[src/rtl/conv_window_gen.sv]
// 3x3 convolution window generator: two line buffers plus a window register, stride 1/2 decimation.
// Optional protocol checker (sticky err output) enabled by defining CONV_WIN_PROTO_CHK_EN.
module conv_window_gen #(
  parameter int unsigned DATA_W  = 8,
  parameter int unsigned MAX_ROW = 31
) (
  input  logic              clk,
  input  logic              rst,
  input  logic              start,
  input  logic [4:0]        cfg_row_len,
  input  logic [4:0]        cfg_col_len,
  input  logic [2:0]        cfg_stride,
  input  logic              in_valid,
  input  logic [DATA_W-1:0] in_data,
  output logic              in_ready,
  output logic              win_valid,
  input  logic              win_ready,
  output logic [9*DATA_W-1:0] win_data,
  output logic [4:0]        win_row,
  output logic [4:0]        win_col,
  output logic              busy,
  output logic              frame_done
`ifdef CONV_WIN_PROTO_CHK_EN
  ,
  output logic              err
`endif
);

  typedef enum logic [1:0] {IDLE, RUN, FLUSH, DONE} state_t;

  state_t             state, state_nxt;
  logic [4:0]         row_len, col_len, row, col;
  logic               s2;
  logic [DATA_W-1:0]  lb0 [MAX_ROW];
  logic [DATA_W-1:0]  lb1 [MAX_ROW];
  logic [DATA_W-1:0]  hist [6];
  logic [DATA_W-1:0]  win_nxt [9];
  logic [9*DATA_W-1:0] win_flat;
  logic               accept, last_px, emit, start_ok;
  logic [4:0]         row_m2, col_m2;

  assign in_ready   = (state == RUN) && (!win_valid || win_ready);
  assign accept     = in_valid && in_ready;
  assign busy       = (state == RUN) || (state == FLUSH);
  assign frame_done = (state == DONE);
  assign row_m2     = row - 5'd2;
  assign col_m2     = col - 5'd2;
  assign last_px    = (row == col_len - 5'd1) && (col == row_len - 5'd1);
  assign start_ok   = start && (cfg_row_len >= 5'd3) && (cfg_col_len >= 5'd3);
  assign emit       = accept && (row >= 5'd2) && (col >= 5'd2) &&
                      (!s2 || (!row_m2[0] && !col_m2[0]));

  // hist keeps only the two newest columns; the oldest column of the next window is hist col 0
  always_comb begin
    for (int unsigned r = 0; r < 3; r++) begin
      win_nxt[3*r]   = hist[2*r];
      win_nxt[3*r+1] = hist[2*r+1];
      win_nxt[3*r+2] = '0;
    end
    win_nxt[2] = lb1[col];
    win_nxt[5] = lb0[col];
    win_nxt[8] = in_data;
    win_flat   = '0;
    for (int unsigned i = 0; i < 9; i++)
      win_flat[i*DATA_W +: DATA_W] = win_nxt[i];
  end

  always_comb begin
    state_nxt = state;
    case (state)
      IDLE:    if (start_ok) state_nxt = RUN;
      RUN:     if (accept && last_px) state_nxt = FLUSH;
      FLUSH:   if (!win_valid || win_ready) state_nxt = DONE;
      DONE:    state_nxt = IDLE;
      default: state_nxt = IDLE;
    endcase
  end

  always_ff @(posedge clk) begin
    if (rst) begin
      state     <= IDLE;
      row_len   <= '0;
      col_len   <= '0;
      s2        <= 1'b0;
      row       <= '0;
      col       <= '0;
      win_valid <= 1'b0;
      win_data  <= '0;
      win_row   <= '0;
      win_col   <= '0;
    end else begin
      state <= state_nxt;
      if (state == IDLE && start_ok) begin
        row_len <= cfg_row_len;
        col_len <= cfg_col_len;
        s2      <= (cfg_stride == 3'd2);
        row     <= '0;
        col     <= '0;
      end
      if (accept) begin
        if (col == row_len - 5'd1) begin
          col <= '0;
          row <= row + 5'd1;
        end else begin
          col <= col + 5'd1;
        end
      end
      if (emit) begin
        win_valid <= 1'b1;
        win_data  <= win_flat;
        win_row   <= s2 ? {1'b0, row_m2[4:1]} : row_m2;
        win_col   <= s2 ? {1'b0, col_m2[4:1]} : col_m2;
      end else if (win_ready) begin
        win_valid <= 1'b0;
      end
    end
  end

  // Line buffers and window history are data-only and deliberately not reset
  always_ff @(posedge clk) begin
    if (accept) begin
      lb1[col] <= lb0[col];
      lb0[col] <= in_data;
      for (int unsigned r = 0; r < 3; r++) begin
        hist[2*r]   <= win_nxt[3*r+1];
        hist[2*r+1] <= win_nxt[3*r+2];
      end
    end
  end

`ifdef CONV_WIN_PROTO_CHK_EN
  always_ff @(posedge clk) begin
    if (rst) begin
      err <= 1'b0;
    end else begin
      if (in_valid && (state != RUN))
        err <= 1'b1;
      if (state == IDLE && start &&
          ((cfg_row_len < 5'd3) || (cfg_col_len < 5'd3) ||
           ((cfg_stride != 3'd1) && (cfg_stride != 3'd2))))
        err <= 1'b1;
    end
  end
`endif

endmodule

[config.mk]
export PLATFORM = sky130hd
export DESIGN_NAME = conv_window_gen
export DESIGN_NICKNAME = d
export VERILOG_FILES = /design/src/rtl/conv_window_gen.sv
export SDC_FILE = /design/constraint.sdc
export NUM_CORES = 1
export LEC_CHECK = 0
export ABC_CLOCK_PERIOD_IN_PS = 5700
export CORE_UTILIZATION = 49
export CTS_BUF_LIST = sky130_fd_sc_hd__clkbuf_4 sky130_fd_sc_hd__clkbuf_8
export DETAILED_ROUTE_END_ITERATION = 8
export GPL_TIMING_DRIVEN = 0
export PLACE_DENSITY = 0.66
export SLEW_MARGIN = 20
export SYNTH_ARGS = -nofsm -noshare
export SYNTH_HDL_FRONTEND = slang
export SYNTH_SLANG_ARGS = --single-unit
[constraint.sdc]
create_clock -name clk -period 5.7 [get_ports clk]
set_input_delay 1.14 -clock clk [delete_from_list [all_inputs] [get_ports clk]]
set_output_delay 1.14 -clock clk [all_outputs]
set_load 0.01 [all_outputs]
==> results.md, run 1 <==
- Final clock period utilization by the worst path: 0.685
- Vertical extent of the die: 231 µm
- Number of synthesized flops with an enable pin: about 540
- Number of cells produced by synthesis: 1671
- Post-CTS Hold Buffers: 0
- Clock tree buffer depth: 3
- Synth cell types: 64
- Number of levels the H-tree was split into: 3
- Setup TNS: 0 ns
- Vias in the first global route: 15312
- Post-detailed-placement half-perimeter wirelength: around 43000 µm
- Async SR Flop Fraction: 0
- Final design area excluding fillers: roughly 30000 µm²
- Sink Count: approximately 660
- Setup Viol. Count Final: 0
- Class of the most critical setup path: in -> reg
- Placeable Area: 51500 µm²
- Critical path arrival: 4.21 ns
- Actual slew at the worst max-slew pin: about 1.2 ns
- Num CTS Buffers: ~100
- Clock transition at path regs: about 0.070 ns
- Ratio of cells with drive above 1 in the final layout: 0.190
- Number of rows in the core area: 83
- Number of maximum-capacitance violations: 0
- GRT Util Overall: 0.245
- Post-Place Worst Slack: 1.08 ns
- Unrepaired setup endpoints after global routing: no
- Synth top area cells: edfxtp_1, dfxtp_1, mux2i_1
- Worst Setup Start Kind: input pin
- Netlist Area Pre-Place: 25700 µm²
- Yosys synthesis warning count: 0
- Final-report max-slew violation count: 0
- Total setup buffers inserted after CTS: 0
- Part of the Yosys area used for sequential elements: 0.723
- Number of nets with antenna violations after routing: 0
- Final-report hold violation count: 0
- Top flip-flop cell by instance count after synthesis: edfxtp_1
- Maximum number of pins on one net before global-route repair: 58
- Global routing met2 resource utilization: 0.383
- Number of storage elements in the synthesis netlist: 655
- Fillcell total: 4071
- Remaining routing DRC violations: 0
- FMAX: 256 MHz
- Number of nets produced by synthesis: 1713
- Skew final: just under 0.05 ns
- Fin util: 0.583
- DR WL/cell: around 24 µm
- Wire length of the first global-routing pass: 95400 µm
- M3 GR Usage: 0.0489
- IO Count: between 100 and 150
- Routed vias: between 15000 and 20000
- Result of the run: finished, final reports clean
- Area of the die: between 50000 and 60000 µm²
- TritonCTS clock tree: yes
- GRT met1 Usage: 0.325
- Grt ovf: 0
- Cell Pwr Density: ~340 nW/µm²
- Vias per Instance: between 5 and 6
- Final setup margin: approximately 1.8 ns
- Instance area at placement: 28000 µm²
- Highest net fanout along the worst path: between 50 and 60
- Global route hottest layer: met2
- Length of the first detailed-routing pass in iterations: 5
- Area leader, netlist: edfxtp_1
- Synthesized area per cell: 15.4 µm²
- Crit. End Element: register
- Worst slew margin: 0.155
- I/O Buffers: 111
- Syn-to-layout area delta: 17.0%
- Required time reported for the critical path endpoint: 6.01 ns
- Source-to-sink clock delay at the later pin of the worst-skew pair: ~0.71 ns
- Static leakage power: 9.46 nW
- Effective utilization at floorplan: 0.498
- Share of the synthesized area in the top cell type: 0.637
- Root buffer cell: clkbuf_8
- Worst vdd rail ir drop: 0.263 mV
- Final period demand of the worst path: a little under 4 ns
- Overall power: a little over 10 mW
- Nets: roughly 2000
- Gpl congestion: just over 0.9
- Overall die width: approximately 230 µm
- Final wirelength: ~65000 µm
- Number of instances resized during post-cts repair: 0
- Antenna cells: 0
- DR iter-0 viols: around 1400
- Initial antenna violation count: 1
- Worst hold-check path type: reg -> reg
==> registers in the layout, summed over array words and instances, names as in the netlist, named ones only <==
name and cells:
win_row 5, win_data 72, col_len 5, state 2, row_len 5, lb1 248
row 5, col 5, win_valid 1, win_col 5, lb0 248, hist 48
s2 1
==> layout by cell type (no fill, tap or decap), types with 21 or more instances in the layout <==
cell type and count:
a22oi_1 31, mux2_2 52, dfxtp_1 111, edfxtp_1 544, a211oi_1 25, nor2_2 21, clkbuf_8 108, mux2i_1 134
clkbuf_1 40, clkinv_1 22, nand2_1 179, buf_2 34, nor2b_1 25, a21oi_1 88, mux4_2 26, clkbuf_4 34
nor2_1 53, clkdlybuf4s50_1 103
==> synthesized netlist by cell type, drive strengths merged, types with 16 or more instances <==
cell,n
a21oi,88
nor2,84
ha,16
edfxtp,544
a22oi,31
mux2,52
mux4,26
nand2,179
nand2b,18
buf,59
inv,18
mux2i,134
nor2b,25
nand3,16
o22ai,20
dfxtp,111
a211oi,25
clkbuf,42
a2111oi,18
==> final cells by class <==
class                   instances  area, µm²  area share
well taps                     680        851      0.0283
flip-flops and latches        655      18600       0.618
inverters                      18       67.6     0.00225
clock buffers                 141       1730      0.0578
repair buffers                132       1330      0.0443
multi-input cells             897       6680       0.222
clock inverters                45        275     0.00917
plain buffers                 101        529      0.0176
==> worst max-delay path, cell delays in order <==
cell and delay (ns):
clkdlybuf4s50_1 0.47, nand2b_1 0.15, nand3_1 0.18, inv_1 0.19
clkbuf_4 0.69, nand2_1 0.59, nor2_4 0.76
==> metal layers <==
metal  wire length (µm)  vias to the layer above
li1                   -                     6858
met1              27300                     7651
met2              30100                      579
met3               4060                      173
met4               3120                        2
met5                 13                        -
==> report_power, final <==
part / internal, mW / switching [mW] / leakage (nW) / total (mW)
registers: 5.44 / 0.0526 / 5.79 / 5.49
logic: 0.305 / 0.667 / 2.61 / 0.972
clock network: 2.06 / 1.81 / 1.06 / 3.88
==> final timing paths <==
kind	startpoint	to	slack (ns)	cells past startpoint
worst max-delay path	win_ready	lb0[9][4]	1.80	7
worst min-delay path	hist[3][1]	hist[2][1]	0.44	0
worst max register to register	register	lb1[3][6]	1.97	6
worst min register to register	hist[3][1]	hist[2][1]	0.44	0
==> metrics by stage <==
| step | hold WS [ns] | std cells |
|---|---|---|
| global route | 0.444 | 2669 |
| global placement | 0.433 | 2462 |
| floorplan | 0.426 | 1671 |
| finish | 0.445 | 2669 |
| detailed placement | 0.434 | 2483 |
| CTS | 0.441 | 2669 |
==> kinds of logic (layout without fill, tap and decap cells) <==
logic type	count (synthesis)	after routing	synth area share
flops	655	655	0.723
simple gates	369	369	0.0651
compound gates	283	283	0.0770
mux	212	212	0.0979
buf+inv	119	437	0.0231
xor+xnor	17	17	0.00580
fa+ha+maj	16	16	0.00780
Note: power is estimated with default switching activity, not from simulation.
==> run 2: changes to the inputs <==
--- a/config.mk
+++ b/config.mk
@@ -5,12 +5,12 @@
 export SDC_FILE = /design/constraint.sdc
 export NUM_CORES = 1
 export LEC_CHECK = 0
-export ABC_CLOCK_PERIOD_IN_PS = 5700
+export ABC_CLOCK_PERIOD_IN_PS = 3400
 export CORE_UTILIZATION = 49
 export CTS_BUF_LIST = sky130_fd_sc_hd__clkbuf_4 sky130_fd_sc_hd__clkbuf_8
 export DETAILED_ROUTE_END_ITERATION = 8
 export GPL_TIMING_DRIVEN = 0
-export PLACE_DENSITY = 0.66
+export PLACE_DENSITY = 0.68
 export SLEW_MARGIN = 20
 export SYNTH_ARGS = -nofsm -noshare
 export SYNTH_HDL_FRONTEND = slang
==> constraint.sdc (replaced) <==
create_clock -name clk -period 3.4 [get_ports clk]
set_input_delay 0.68 -clock clk [delete_from_list [all_inputs] [get_ports clk]]
set_output_delay 0.68 -clock clk [all_outputs]
set_load 0.01 [all_outputs]
==> run 2 against run 1 <==
Net effect:
- sequential power rose by 67%
- count of clock-buffer cells in the layout fell by 4
- sequential cell count is the same
- non-clock buffer count is 13 higher
- via count grew 0.77%
- critical path depth shrank 1
- cell count increased by 0.11%
- clock skew rose by 0.0060 ns
- register-to-register slack worse by 1.8 ns
- hold slack improved by 0.0057 ns
- sequential share of layout area shrank 0.25 points
- total power grew 67%
- largest cell class unchanged
==> results.md, run 2 (synthesis results as in run 1) <==
- Result of the run: finished, final reports clean
- Setup Viol. Count Final: 0 (unchanged)
- Crit. End Element: register
- Final setup margin: 0.127 ns (-1.67 ns)
- TritonCTS clock tree: yes
- Worst hold-check path type: reg -> reg
- Placeable Area: 51500 µm² (unchanged)
- Clock transition at path regs: 0.06 ns (about the same)
- Effective utilization at floorplan: 0.498 (unchanged)
- Worst slew margin: 0.202 (+0.0467)
- Non-filler cells, final: 2672 (+0.11%)
- Initial antenna violation count: 1 (unchanged)
- FMAX: a little over 300 MHz
- Registers with the highest flip-flop counts: lb0 (248), lb1 (248), win_data (72)
- Min-Delay Startpoint: hist[3][1]
- Final-report hold violation count: 0 (unchanged)
- Final clock period utilization by the worst path: 0.963
- Grt ovf: 0 (unchanged)
- Cell internal power dissipation: 13.0 mW (+67%)
- Cell depth of the worst flop-to-flop path: 6 (unchanged)
- Antenna cells: 0 (unchanged)
- Number of levels the H-tree was split into: 3 (unchanged)
- Ratio of cells with drive above 1 in the final layout: 0.193 (+0.00273)
- Static leakage power: 9.51 nW (+0.57%)
- Sink Count: 655 (unchanged)
- Class of the most critical setup path: reg -> reg
- Vias in the first global route: 15461 (+0.97%)
- Clock tree buffer depth: 3 (unchanged)
- Post-detailed-placement half-perimeter wirelength: 43600 µm (+2.3%)
- Required time reported for the critical path endpoint: 3.79 ns (-2.22 ns)
- Number of maximum-capacitance violations: 0 (unchanged)
- Switching share of total power: 0.245 (about the same)
- DR WL/cell: 24.3 µm (+0.64%)
- Number of nets with antenna violations after routing: 0 (unchanged)
- Critical Path, Cell by Cell: clkbuf_1 > or2_2 > clkbuf_1 > a21oi_1 > nor2_1 > and3_2
- Final-report max-slew violation count: 0 (unchanged)
- Final wirelength: 65000 µm (+0.76%)
- Nets: 1963 (+0.72%)
- Part of the power in registers: 0.533 (+0.002)
- I/O Buffers: 111 (unchanged)
- Routed vias: 15380 (+0.77%)
- GRT Util Overall: 0.246 (+0.000984)
- Post-CTS Hold Buffers: 0 (unchanged)
- DR iter-0 viols: 1472 (+6.4%)
- Vertical extent of the die: 231 µm (unchanged)
- Syn-to-layout area delta: 17.5%
- Highest net fanout along the worst path: 32 (-44%)
- Source-to-sink clock delay at the later pin of the worst-skew pair: 0.73 ns (+0.02 ns)
- Skew final: 0.0541 ns (+0.00600 ns)
- Worst path buffer plus inverter count: 2 (-1)
- RR Endpoint: lb1[9][2]
- Highest-count cells in the layout ignoring fill and taps: edfxtp_1, nand2_1, mux2i_1
- Net switching power: 4.23 mW (+67%)
- Maximum number of pins on one net before global-route repair: 58 (unchanged)
- IO Count: 112 (unchanged)
- Wire length of the first global-routing pass: 95800 µm (+0.43%)
- Cell family with most CP delay: simple AND/OR/NAND/NOR gates
- Unrepaired setup endpoints after global routing: no
- Post-Place Worst Slack: -0.793 ns (-1.87 ns)
- Overall die width: 231 µm (unchanged)
- Number of cells on the worst hold path: 0 (unchanged)
- Delay of the slowest cell on the worst path: 0.70 ns (-0.06 ns)
- Root buffer cell: clkbuf_8
- Fillcell total: 4014 (-1.4%)
- Critical path arrival: 3.66 ns (-0.55 ns)
- Cell Pwr Density: 572 nW/µm² (+66%)
- Length of the first detailed-routing pass in iterations: 5 (unchanged)
- Share of power burned in combinational logic: 0.097 (+0.003)
- Remaining routing DRC violations: 0 (unchanged)
- Most frequent standard cell in the layout excluding fill and tap cells: edfxtp_1
- Worst vdd rail ir drop: 0.469 mV (+78%)
- Placed cells: 2496 (+0.52%)
- Min-Delay Endpoint: hist[2][1]
- Highest-delay cell along the critical path: and3_2
- Most frequent CP cell: clkbuf_1
- Total setup buffers inserted after CTS: 0 (unchanged)
- Final period demand of the worst path: between 3 and 4 ns
- Gpl congestion: 0.862 (-4.9%)
- Actual slew at the worst max-slew pin: 1.17 ns (-0.0683 ns)
- Worst Setup Start Kind: register
- Num CTS Buffers: 102 (unchanged)
- Area of the die: 53300 µm² (unchanged)
- Vias per Instance: 5.76 (+0.65%)
- Share of total power in the clock network: 0.370 (-0.005)
- Slack of the worst reg-to-reg path: 0.13 ns (-1.84 ns)
- Number of rows in the core area: 83 (unchanged)
run 2: cell type report:
class                      count  area [µm²]  area share
buffer                       101         536      0.0178
clock inverter                38         264     0.00876
tap                          680         851      0.0282
timing repair buffer         145        1510      0.0500
multi-input combinational    898        6680       0.222
sequential                   655       18600       0.616
inverter                      18        67.6     0.00224
clock buffer                 137        1680      0.0557
run 2: worst max-delay path by stage:
stage              start         end  slack (ns)  cells past startpoint
5_1_grt         register   lb1[5][3]        0.08                      8
4_1_cts         register  lb1[14][5]        0.04                      7
3_5_place_dp   win_ready   lb0[9][4]       -0.79                      8
3_3_place_gp   win_ready   lb0[9][1]       -1.88                      7
2_1_floorplan  win_ready  lb0[12][0]        0.12                      6
6_report        register   lb1[9][2]        0.13                      6
run 2: what timing repair did:
item / in CTS / in global routing
setup endpoints to repair: 282 / 169
cloned: 1 / 0
pin swaps: 1 / 0
resized for setup: 14 / 6
run 2: stage by stage:
step | total power, mW | TNS (ns) | utilization | hold slack (ns) | cell area, µm²
after floorplan | 10.3 | 0 | - | 0.426 | 25700
after global routing | 17.8 | 0 | 0.585 | 0.467 | 30100
after detailed placement | 11.0 | -251.60 | 0.546 | 0.434 | 28100
after global placement | 10.9 | -809.53 | 0.536 | 0.433 | 27600
final | 17.2 | 0 | 0.585 | 0.451 | 30100
after CTS | 17.3 | 0 | 0.585 | 0.452 | 30100
run 2: power groups by stage:
stage          Combinational [mW]  Clock [mW]  Sequential, mW
6_report                     1.67        6.38            9.19
5_1_grt                      1.76        6.81            9.20
4_1_cts                      1.64        6.45            9.19
3_5_place_dp                 1.61           0            9.37
3_3_place_gp                 1.54           0            9.37
2_1_floorplan               0.948           0            9.33
run 2: worst reg2reg max path, stage by stage, from the launching register on:
cell      delay (ns)
dfxtp_1         0.55
clkbuf_1        0.56
or2_2           0.22
clkbuf_1        0.38
a21oi_1         0.09
nor2_1          0.41
and3_2          0.71
run 2: per-layer routing:
layer / wire length, µm / vias to the layer above / global-route usage
met5: 9 / - / 0
met4: 2650 / 2 / 0.111
met3: 4910 / 134 / 0.0572
met2: 30600 / 633 / 0.390
met1: 26800 / 7721 / 0.322
li1: - / 6890 / -
